===== config.mk =====
export PLATFORM = sky130hd
export DESIGN_NAME = exc_ctrl
export DESIGN_NICKNAME = d
export VERILOG_FILES = /design/src/rtl/exc_pkg.sv /design/src/rtl/irq_sync_edge.sv /design/src/rtl/exc_ctrl.sv
export SDC_FILE = /design/constraint.sdc
export NUM_CORES = 1
export LEC_CHECK = 0
export CAP_MARGIN = 20
export CORE_ASPECT_RATIO = 1.25
export CORE_MARGIN = 10
export CORE_UTILIZATION = 25
export DETAILED_ROUTE_END_ITERATION = 6
export PLACE_DENSITY = 0.74
export SETUP_SLACK_MARGIN = 0.1
export SYNTH_ARGS = -nofsm -noshare
export SYNTH_HDL_FRONTEND = slang
export SYNTH_SLANG_ARGS = --single-unit

===== constraint.sdc =====
create_clock -name clk -period 3.3 [get_ports clk]
set_input_delay 0.66 -clock clk [delete_from_list [all_inputs] [get_ports clk]]
set_output_delay 0.66 -clock clk [all_outputs]
set_load 0.01 [all_outputs]

===== src/rtl/exc_pkg.sv =====
// Shared definitions for the exception sequencer: cause codes, status bit
// positions and the sequencer state encoding.
package exc_pkg;

  localparam logic [4:0] CAUSE_INT = 5'd0;
  localparam logic [4:0] CAUSE_SYS = 5'd8;
  localparam logic [4:0] CAUSE_BRK = 5'd9;
  localparam logic [4:0] CAUSE_TEQ = 5'd13;

  localparam int ST_IE     = 0;
  localparam int ST_SYS_EN = 1;
  localparam int ST_BRK_EN = 2;
  localparam int ST_TEQ_EN = 3;
  localparam int ST_IM_LSB = 10;

  typedef enum logic [1:0] {
    S_IDLE  = 2'd0,
    S_ENTER = 2'd1,
    S_JUMP  = 2'd2,
    S_RET   = 2'd3
  } state_t;

endpackage


===== src/rtl/irq_sync_edge.sv =====
// Two-flop synchroniser per interrupt line followed by a rising-edge detector
// on the synchronised level.
module irq_sync_edge #(
  parameter int W = 1
) (
  input  logic         clk,
  input  logic         rst,
  input  logic [W-1:0] d,
  output logic [W-1:0] rise
);

  logic [W-1:0] s1_p0, s2_p1, s3_p2;

  always_ff @(posedge clk or posedge rst) begin
    if (rst) begin
      s1_p0 <= '0;
      s2_p1 <= '0;
      s3_p2 <= '0;
    end else begin
      s1_p0 <= d;
      s2_p1 <= s1_p0;
      s3_p2 <= s2_p1;
    end
  end

  // s3_p2 is the previous synchronised level, used only for edge detection
  assign rise = s2_p1 & ~s3_p2;

endmodule


===== src/rtl/exc_ctrl.sv =====
// Exception/interrupt sequencer feeding CP0: arbitrates traps and interrupts,
// then runs a fixed ENTER/JUMP or RET sequence that stalls and redirects fetch.
module exc_ctrl
  import exc_pkg::*;
#(
  parameter logic [31:0] HANDLER_PC = 32'h0040_0004,
  parameter int          NIRQ       = 6
) (
  input  logic            clk,
  input  logic            rst,
  input  logic            instr_valid,
  input  logic [31:0]     pc,
  input  logic            is_syscall,
  input  logic            is_break,
  input  logic            is_teq_taken,
  input  logic            is_eret,
  input  logic [NIRQ-1:0] irq,
  input  logic [31:0]     status,
  input  logic [31:0]     epc_in,
  output logic            exception,
  output logic            eret,
  output logic [4:0]      cause,
  output logic [31:0]     epc,
  output logic            stall,
  output logic            redirect,
  output logic [31:0]     redirect_pc,
  output logic [NIRQ-1:0] irq_pending
);

  state_t          state_q, state_nxt;
  logic [NIRQ-1:0] irq_rise, pending_q, masked, int_clr;
  logic            int_ok, sys_ok, brk_ok, teq_ok;
  logic            take_exc, take_ret, take_int;
  logic [4:0]      cause_nxt, cause_q;
  logic [31:0]     epc_q;

  irq_sync_edge #(.W(NIRQ)) u_sync (
    .clk  (clk),
    .rst  (rst),
    .d    (irq),
    .rise (irq_rise)
  );

  assign masked = pending_q & status[ST_IM_LSB +: NIRQ];
  assign int_ok = status[ST_IE] & (|masked);
  assign sys_ok = status[ST_IE] & status[ST_SYS_EN] & is_syscall;
  assign brk_ok = status[ST_IE] & status[ST_BRK_EN] & is_break;
  assign teq_ok = status[ST_IE] & status[ST_TEQ_EN] & is_teq_taken;

  // Arbitration: one event per cycle, only when idle with a valid instruction
  always_comb begin
    take_exc  = 1'b0;
    take_ret  = 1'b0;
    take_int  = 1'b0;
    cause_nxt = CAUSE_INT;
    if (state_q == S_IDLE && instr_valid) begin
      if (int_ok) begin
        take_exc = 1'b1;
        take_int = 1'b1;
      end else if (sys_ok) begin
        take_exc  = 1'b1;
        cause_nxt = CAUSE_SYS;
      end else if (brk_ok) begin
        take_exc  = 1'b1;
        cause_nxt = CAUSE_BRK;
      end else if (teq_ok) begin
        take_exc  = 1'b1;
        cause_nxt = CAUSE_TEQ;
      end else if (is_eret) begin
        take_ret = 1'b1;
      end
    end
  end

  // Only the lowest masked pending bit is retired; a fresh edge on it still wins
  assign int_clr = take_int ? (masked & (~masked + NIRQ'(1))) : '0;

  always_ff @(posedge clk or posedge rst) begin
    if (rst) begin
      pending_q <= '0;
      cause_q   <= '0;
      epc_q     <= '0;
    end else begin
      pending_q <= (pending_q & ~int_clr) | irq_rise;
      if (take_exc) begin
        cause_q <= cause_nxt;
        epc_q   <= pc;
      end
    end
  end

  always_ff @(posedge clk or posedge rst) begin
    if (rst) state_q <= S_IDLE;
    else     state_q <= state_nxt;
  end

  always_comb begin
    state_nxt = state_q;
    case (state_q)
      S_IDLE: begin
        if (take_exc)      state_nxt = S_ENTER;
        else if (take_ret) state_nxt = S_RET;
      end
      S_ENTER: state_nxt = S_JUMP;
      S_JUMP:  state_nxt = S_IDLE;
      S_RET:   state_nxt = S_IDLE;
      default: state_nxt = S_IDLE;
    endcase
  end

  always_comb begin
    exception   = 1'b0;
    eret        = 1'b0;
    stall       = 1'b0;
    redirect    = 1'b0;
    redirect_pc = '0;
    case (state_q)
      S_ENTER: begin
        exception = 1'b1;
        stall     = 1'b1;
      end
      S_JUMP: begin
        redirect    = 1'b1;
        redirect_pc = HANDLER_PC;
        stall       = 1'b1;
      end
      // CP0 drives EPC combinationally while eret is high
      S_RET: begin
        eret        = 1'b1;
        redirect    = 1'b1;
        redirect_pc = epc_in;
        stall       = 1'b1;
      end
      default: ;
    endcase
  end

  assign cause       = cause_q;
  assign epc         = epc_q;
  assign irq_pending = pending_q;

endmodule

# Word-level counts from Yosys, hierarchy flattened
# Index checks and enable logic that the tools add are counted.
# op_classes
addsub,1
mul,0
div,0
magnitude_cmp,0
n_eq_ne,4
shift,0
mux,27
bitwise_logic,15
reduce_logical,5
# op_table
op,count
one-hot mux 32 bit (2 select lines),1
AND 6 bit,4
two-way mux 4 bit,5
inverter 6 bit,3
two-way mux 1 bit,17
AND 1 bit,7
"adder 6 x 1 -> 6 bit, second input constant",1
two-way mux 6 bit,1
bitwise OR 6 bit,1
one-hot mux 2 bit (3 select lines),1
OR reduction 6 bit,1
"== test 2 bit, second input constant",2
two-way mux 2 bit,2
"!= test 3 bit, second input constant",1
OR reduction 3 bit,1
"== test 2 x 1 -> 1 bit, second input constant",1
zero test 2 bit,1
OR reduction 2 bit,1
logical AND 1 bit,1
# totals
register_bits,63
latchBits,0
ramBits,0
rom_bits,0
in_bits,109
out_inout_bits,79
elab_cells,59
memories,0

# Longest topological paths before layout
# Gate-level depths: netlist of the first run.
# logic_depth
word_depth,10
ltp_mapped,5
depth_no_buf,4

# Hierarchy
# From an unflattened synthesis of the first run, not the netlist that was laid out.
# unflattened
hier_cells,194
hier_area_um2,2670.1
# by_module_without_submodules
mod,n_inst,cells_each,area_each_um2,seq_area_each_um2
exc_ctrl,1,169,2133.3,1076.0
irq_sync_edge,1,25,536.8,450.4

# Least setup slack after synthesis of the first run
# OpenSTA, ideal clock, no wires.
# synth_path
path_kind,input port to flip-flop
from,input port status[10]
to,"register epc_q[16], in the netlist epc[16]"
arrival_time_ps,2098
t_required_ps,3175
slack_ps,1077
cell_stages,5
cell_sequence,a222oi_1 > nand3_2 > o21ai_4 > buf_6 > mux2_2
# synth_between
elab_chain_cells,5
# synth_rtl
item,line,rtl
from (decl),exc_ctrl.sv:18,"input logic [31:0] status,"
AND 6 bit,exc_ctrl.sv:44,assign masked = pending_q & status[ST_IM_LSB +: NIRQ];
OR reduction 6 bit,exc_ctrl.sv:45,assign int_ok = status[ST_IE] & (|masked);
AND 1 bit,exc_ctrl.sv:45,
two-way mux 1 bit,exc_ctrl.sv:57,if (int_ok) begin
two-way mux 1 bit,exc_ctrl.sv:56,if (state_q == S_IDLE && instr_valid) begin
to (signal assigned),exc_ctrl.sv:87,epc_q <= pc;
to (decl),exc_ctrl.sv:35,logic [31:0] epc_q;
# No other way between the ends.
# A chain may end at the register's enable or synchronous reset.

# Worst setup path after layout of the first run
# layout_path
from,register state_q[0]
to,output port redirect_pc[2]
# layout_between
elab_chain_cells,2
word_cells_on_any_way,3
# layout_rtl
item,line,rtl
from (decl),exc_ctrl.sv:30,"state_t state_q, state_nxt;"
from (signal assigned),exc_ctrl.sv:94,else state_q <= state_nxt;
== test 2 bit,exc_ctrl.sv:117,case (state_q)
one-hot mux 32 bit (2 select lines) (*),exc_ctrl.sv:117,
to (decl),exc_ctrl.sv:26,"output logic [31:0] redirect_pc,"
# Mark *: on every way between the ends. The rest lies on a longest branch, timed or not.

==> metrics.txt, run 1 <==
outcome complete, no violations; Final Max Slew Viols 0; CTS hold repair buffers 0; CP Cell Sequence inv_1 > o21a_1 > clkdlybuf4s50_1; Total Power 2680 uW; PostCTS Resize Cnt 0; Core Util, Final 46.7%; WL final 8240 um; Critical Path Source Type register; CTS H-tree depth 3; required time worst endpoint 2.64 ns; worst-path maximum fanout 35; Worst VDD drop around 370 uV; nets@finish 467; period utilization 83.1%; Leakage 0.00199 uW; TritonCTS buffer count 9; die area between 0.01 and 0.015 mm^2; Starting Density 25.8%; core area 0.00966 mm^2; DRT Pass-1 Iters 4; Hold EP u_sync.s2_p1[1]$_DFF_PP0_; Worst R2R Setup Slack 1.19 ns; worst clock skew 0.00689 ns; share of layout cells above drive strength 1 14.0%; leading cell type in the layout, fill and taps excluded clkdlybuf4s50_1; Hold WC Path Type register to register; Residual DRC 0; routability-driven placement congestion ratio 0.816; Synth Register Bits 61; clk_lat worst skew 0.32 ns; crit path time final approximately 2.7 ns; R2R depth 6; CTS tree built; postcts setup bufs 0; final hold vios 0; dpl cells approximately 470; Avg Synthesized Cell Area about 13 um^2; setup violators final 0; clk root buf clkbuf_16; post-synth top area share 61.3%; Area growth syn-to-layout 81.4%; synthesized cell area about 0.0025 mm^2; yosys warns 0; Synth area leader dfrtp_1; Buffers on Ports 163; slowest CP cell dfrtp_1; mean routed wirelength per cell 16.9 um; non-filler cells, final 489; HPWL Detailed between 6000 and 7000 um; top cells by area, synth dfrtp_1, mux2_2, and3_1, a22o_1, inv_1; Slew HR 46.0%; synthesized instance count between 150 and 200; register area share after synthesis between 60% and 70%; worst flop-to-flop path startpoint irq_pending[0]$_DFF_PP0_; Min Hold Slack approximately 0.34 ns; antenna cells 0; post-route ant nets 0; Fin Setup TNS 0 ns; pwr dens 594 mW/mm^2; Worst Path Arrival 2.08 ns; r2r endpoint epc[5]$_DFFE_PP0P_; detailed-route via count 2154; worst hold start u_sync.s1_p0[1]$_DFF_PP0_; FP Rows 40; Worst-Margin Slew 0.810 ns; FMAX roughly 360 MHz; largest net degree at the start of global routing 40; first-pass GRT wire length 12600 um; Initial DRC Count 79; clock transition at the registers of the reported paths around 0.050 ns; vias in the first global route 2288; Synth cell types 29; Hold Crit Depth 0; Vias/cell 4.40; io pins about 190; RSZ-0062 raised after global routing false; Die W 109 um; crit path kind register to output pin; CTS sink cnt 61; initial antenna violation count 0; gr usage total 11.3%; chip height approximately 130 um; most frequent cells in the layout clkdlybuf4s50_1, dfrtp_1, and3_1; total congestion overflow 0; Max-Cap Viols 0; CP endpoint kind output pin; clock buffer depth 2; Slowest Stage Delay on Critical Path about 0.8 ns
## sequential cells by signal (all words and copies together) (netlist names)
register and flops:
epc 32, u_sync.s3_p2 6, state_q 2, cause 3, u_sync.s2_p1 6, irq_pending 6, u_sync.s1_p0 6
## routing by layer
metal	wire (um)	GRT usage, %	up-vias	share of wire, %
li1	-	-	1008	-
met1	3030	11.8	1012	37
met2	3890	18.3	129	47
met3	1250	6.60	5	15
met4	74	3.70	0	0.90
met5	0	0	-	0
## cell usage after synthesis
master,instances
a21oi_1,6
a222oi_1,1
a22o_1,5
a22oi_1,2
a311oi_1,1
a31oi_1,1
a32o_1,1
a41o_1,1
and2_1,1
and3_1,32
and4bb_2,1
buf_1,1
buf_4,2
buf_6,3
clkbuf_1,8
conb_1,1
dfrtp_1,61
inv_1,10
mux2_1,2
mux2_2,30
nand2_1,9
nand3_1,4
nand3_2,1
nand4_1,2
nor2_1,2
o21a_1,2
o21ai_0,1
o21ai_4,1
or2_2,1
## per-stage QoR
step                area (um^2)  worst slack, ns
finish                     4520            0.558
global route               4520            0.324
CTS                        4520            0.529
detailed placement         4240            0.459
global placement           4240            0.489
floorplan                  2490             1.08
## final cells by class
type,instances,area [um^2]
sequential,61,1530
clock buffer,15,268
timing repair buffer,167,1670
inverter,10,37.5
multi-input combinational,109,847
tap,126,158
fill,889,5140
clock inverter,1,5.00
## cells by family after synthesis
logic type / after synthesis / synth area share, %
other: 1 / 0.151
AO/OA/AOI/OAI: 22 / 6.83
flip-flops: 61 / 61.3
multiplexers: 32 / 14.5
buffers and inverters: 24 / 4.82
AND/OR/NAND/NOR: 53 / 12.4
## worst max-delay path by stage
stage | start | endpoint | slack, ns
2_1_floorplan | status[10] | epc[16]$_DFFE_PP0P_ | 1.08
3_3_place_gp | status[10] | epc[3]$_DFFE_PP0P_ | 0.49
3_5_place_dp | status[10] | epc[5]$_DFFE_PP0P_ | 0.46
4_1_cts | state_q[0]$_DFFE_PP0P_ | redirect_pc[2] | 0.53
5_1_grt | state_q[0]$_DFFE_PP0P_ | exception | 0.32
6_report | state_q[0]$_DFFE_PP0P_ | redirect_pc[2] | 0.56
## critical path: cells and delay by family, from the launching register on
kind	cells	cell delay, ns
flops	1	0.82
buf+inv	2	0.71
compound gates	1	0.22
## power by group
part | switching (uW) | total (uW) | internal, uW
Combinational | 290 | 811 | 521
Clock | 303 | 850 | 548
Sequential | 106 | 1020 | 914
Total | 698 | 2680 | 1980
No activity file was read; power rests on OpenSTA's default activity.
==> run 2: changes to the inputs <==
--- a/config.mk
+++ b/config.mk
@@ -10,7 +10,7 @@
 export CORE_MARGIN = 10
 export CORE_UTILIZATION = 25
 export DETAILED_ROUTE_END_ITERATION = 6
-export PLACE_DENSITY = 0.74
+export PLACE_DENSITY = 0.77
 export SETUP_SLACK_MARGIN = 0.1
 export SYNTH_ARGS = -nofsm -noshare
 export SYNTH_HDL_FRONTEND = slang
==> constraint.sdc (replaced) <==
create_clock -name clk -period 2.39 [get_ports clk]
set_input_delay 0.478 -clock clk [delete_from_list [all_inputs] [get_ports clk]]
set_output_delay 0.478 -clock clk [all_outputs]
set_load 0.01 [all_outputs]
==> run 2 against run 1 <==
Non-clock buffer count rose by 5. First-iteration DRC count grew 15%. Highest routed layer unchanged. Die area stayed put. Global-route usage is 0.29 points higher. Wire length rose by 4.6%. Final cell count increased by 0.61%. Clock power up 52%. Combinational power is 42% higher. Sequential power up 38%.
==> metrics.txt, run 2 (synthesis gave the netlist of run 1 again) <==
outcome complete, no violations (unchanged); Starting Density 25.8% (unchanged); Hold WC Path Type register to register (unchanged); gr usage total 11.5% (was 11.3%); detailed-route via count 2191 (was 2154); max FFs per register 32 (unchanged); Die W 109 um (unchanged); crit path kind input port to register (was register to output pin); post-route ant nets 0 (unchanged); Flop pwr share 36.5% (was 38.0%); sw frac 25.3% (was 26.0%); WL final 8620 um (was 8240 um); CTS tree built (unchanged); io pins 188 (unchanged); leading cell type in the layout, fill and taps excluded clkdlybuf4s50_1 (unchanged); clock transition at the registers of the reported paths 0.05 ns (about the same); share of layout cells above drive strength 1 16.4% (was 14.0%); pwr dens 836 mW/mm^2 (was 594 mW/mm^2); largest net degree at the start of global routing 40 (unchanged); Leakage 0.00203 uW (was 0.00199 uW); Vias/cell 4.45 (was 4.40); Residual DRC 0 (unchanged); most frequent cells in the layout clkdlybuf4s50_1, dfrtp_1, and3_1 (unchanged); required time worst endpoint 2.59 ns (was 2.64 ns); Worst Path Arrival 2.42 ns (was 2.08 ns); routability-driven placement congestion ratio 0.887 (was 0.816); CTS H-tree depth 3 (unchanged); CTS sink cnt 61 (unchanged); Critical path origin status[10] (was state_q[0]$_DFFE_PP0P_); clk_lat worst skew 0.32 ns (about the same); Sequential Area 0.00153 mm^2 (about the same); clock buffer depth 2 (unchanged); # fillers 858 (was 889); r2r endpoint epc[31]$_DFFE_PP0P_ (was epc[5]$_DFFE_PP0P_); R2R depth 6 (unchanged); Worst R2R Setup Slack 0.33 ns (was 1.19 ns); vias in the first global route 2359 (was 2288); Total Power 3850 uW (was 2680 uW); total congestion overflow 0 (unchanged); Worst Setup EP epc[31]$_DFFE_PP0P_ (was redirect_pc[2]); Slew HR 65.2% (was 46.0%); TritonCTS buffer count 9 (unchanged); Final Max Slew Viols 0 (unchanged); crit path time final 2.22 ns; FMAX 450 MHz; Logic pwr share 29.9% (was 30.2%); die area 0.0144 mm^2 (unchanged); RSZ-0062 raised after global routing true (was false); worst-path maximum fanout 32 (was 35); nets@finish 472 (was 467); antenna cells 0 (unchanged); Max-Cap Viols 0 (unchanged); setup violators final 0 (unchanged); Worst VDD drop 608 uV (was 366 uV); Critical Path Source Type input port (was register); cell internal pwr 2880 uW (was 1980 uW); non-filler cells, final 492 (was 489); first-pass GRT wire length 12800 um (was 12600 um); Area growth syn-to-layout 85.1% (was 81.4%); Multi-input gate area 853 um^2 (was 847 um^2); DRT Pass-1 Iters 4 (unchanged); initial antenna violation count 0 (unchanged); chip height 132 um (unchanged); Initial DRC Count 91 (was 79); FP Rows 40 (unchanged); worst flop-to-flop path startpoint irq_pending[0]$_DFF_PP0_ (unchanged); CP endpoint kind register (was output pin); Clk network pwr share 33.6% (was 31.7%); Worst-Margin Slew 0.521 ns (was 0.810 ns); postcts setup bufs 0 (unchanged); period utilization around 93%; mean routed wirelength per cell 17.5 um (was 16.9 um); NetSw 974 uW (was 698 uW); Buffers on Ports 163 (unchanged); core area 0.00966 mm^2 (unchanged); worst clock skew 0.00471 ns (was 0.00689 ns); HPWL Detailed 7050 um (was 6690 um); final hold vios 0 (unchanged); clk root buf clkbuf_16 (unchanged); dpl cells 478 (was 473); CTS hold repair buffers 0 (unchanged)
run 2: power by group through the flow:
stage,clock network [uW],logic [uW],registers [uW]
2_1_floorplan,0,343,1490
5_1_grt,1390,1240,1440
3_5_place_dp,0,1170,1420
4_1_cts,1340,1180,1410
3_3_place_gp,0,1150,1400
6_report,1290,1150,1410
run 2: worst min-delay path by stage:
stage                               from                        end  slack [ns]  cells past startpoint
6_report       u_sync.s1_p0[3]$_DFF_PP0_  u_sync.s2_p1[3]$_DFF_PP0_        0.34                      0
5_1_grt        u_sync.s1_p0[5]$_DFF_PP0_  u_sync.s2_p1[5]$_DFF_PP0_        0.35                      0
3_5_place_dp   u_sync.s1_p0[0]$_DFF_PP0_  u_sync.s2_p1[0]$_DFF_PP0_        0.33                      0
3_3_place_gp   u_sync.s1_p0[0]$_DFF_PP0_  u_sync.s2_p1[0]$_DFF_PP0_        0.33                      0
2_1_floorplan  u_sync.s1_p0[0]$_DFF_PP0_  u_sync.s2_p1[0]$_DFF_PP0_        0.33                      0
4_1_cts        u_sync.s1_p0[3]$_DFF_PP0_  u_sync.s2_p1[3]$_DFF_PP0_        0.35                      0
run 2: final cells by class:
type,instances,area share [%]
clock inverter,1,0.652
tap,126,3.42
sequential,61,33.2
clock buffer,13,5.86
inverter,10,0.815
timing repair buffer,172,37.5
multi-input combinational,109,18.5
run 2: metal layers:
layer | vias to the layer above | GRT usage [%] | share of wire [%]
li1 | 1013 | - | -
met5 | - | 0 | 0
met4 | 0 | 4.42 | 1.6
met1 | 1036 | 11.9 | 38
met3 | 10 | 6.12 | 14
met2 | 132 | 19.1 | 47
run 2: what timing repair did:
item,4_1_cts,5_1_grt
pin swaps,0,1
resized for setup,2,3
endpoints found under the setup margin,36,33
run 2: through the flow:
step	TNS (ns)	area (um^2)	util, %	hold WS [ns]	setup slack [ns]
global placement	-3.79	4290	44.4	0.334	-0.117
CTS	0	4600	47.6	0.345	0.127
detailed placement	-4.88	4290	44.4	0.335	-0.164
finish	0	4610	47.7	0.344	0.169
global route	0	4610	47.7	0.348	0.0981
floorplan	0	2490	-	0.331	0.349
run 2: critical path, stage by stage:
cell	delay, ns
clkdlybuf4s50_1	0.42
a222oi_1	0.43
buf_4	0.19
nand3_2	0.10
o21ai_4	0.18
buf_12	0.22
mux2_2	0.37
==> run 3: changes to the inputs <==
--- a/config.mk
+++ b/config.mk
@@ -12,6 +12,7 @@
 export DETAILED_ROUTE_END_ITERATION = 6
 export PLACE_DENSITY = 0.77
 export SETUP_SLACK_MARGIN = 0.1
+export SLEW_MARGIN = 20
 export SYNTH_ARGS = -nofsm -noshare
 export SYNTH_HDL_FRONTEND = slang
 export SYNTH_SLANG_ARGS = --single-unit
==> results of run 3 <==
Final layout, timing and power as in run 2 (identical DEF).
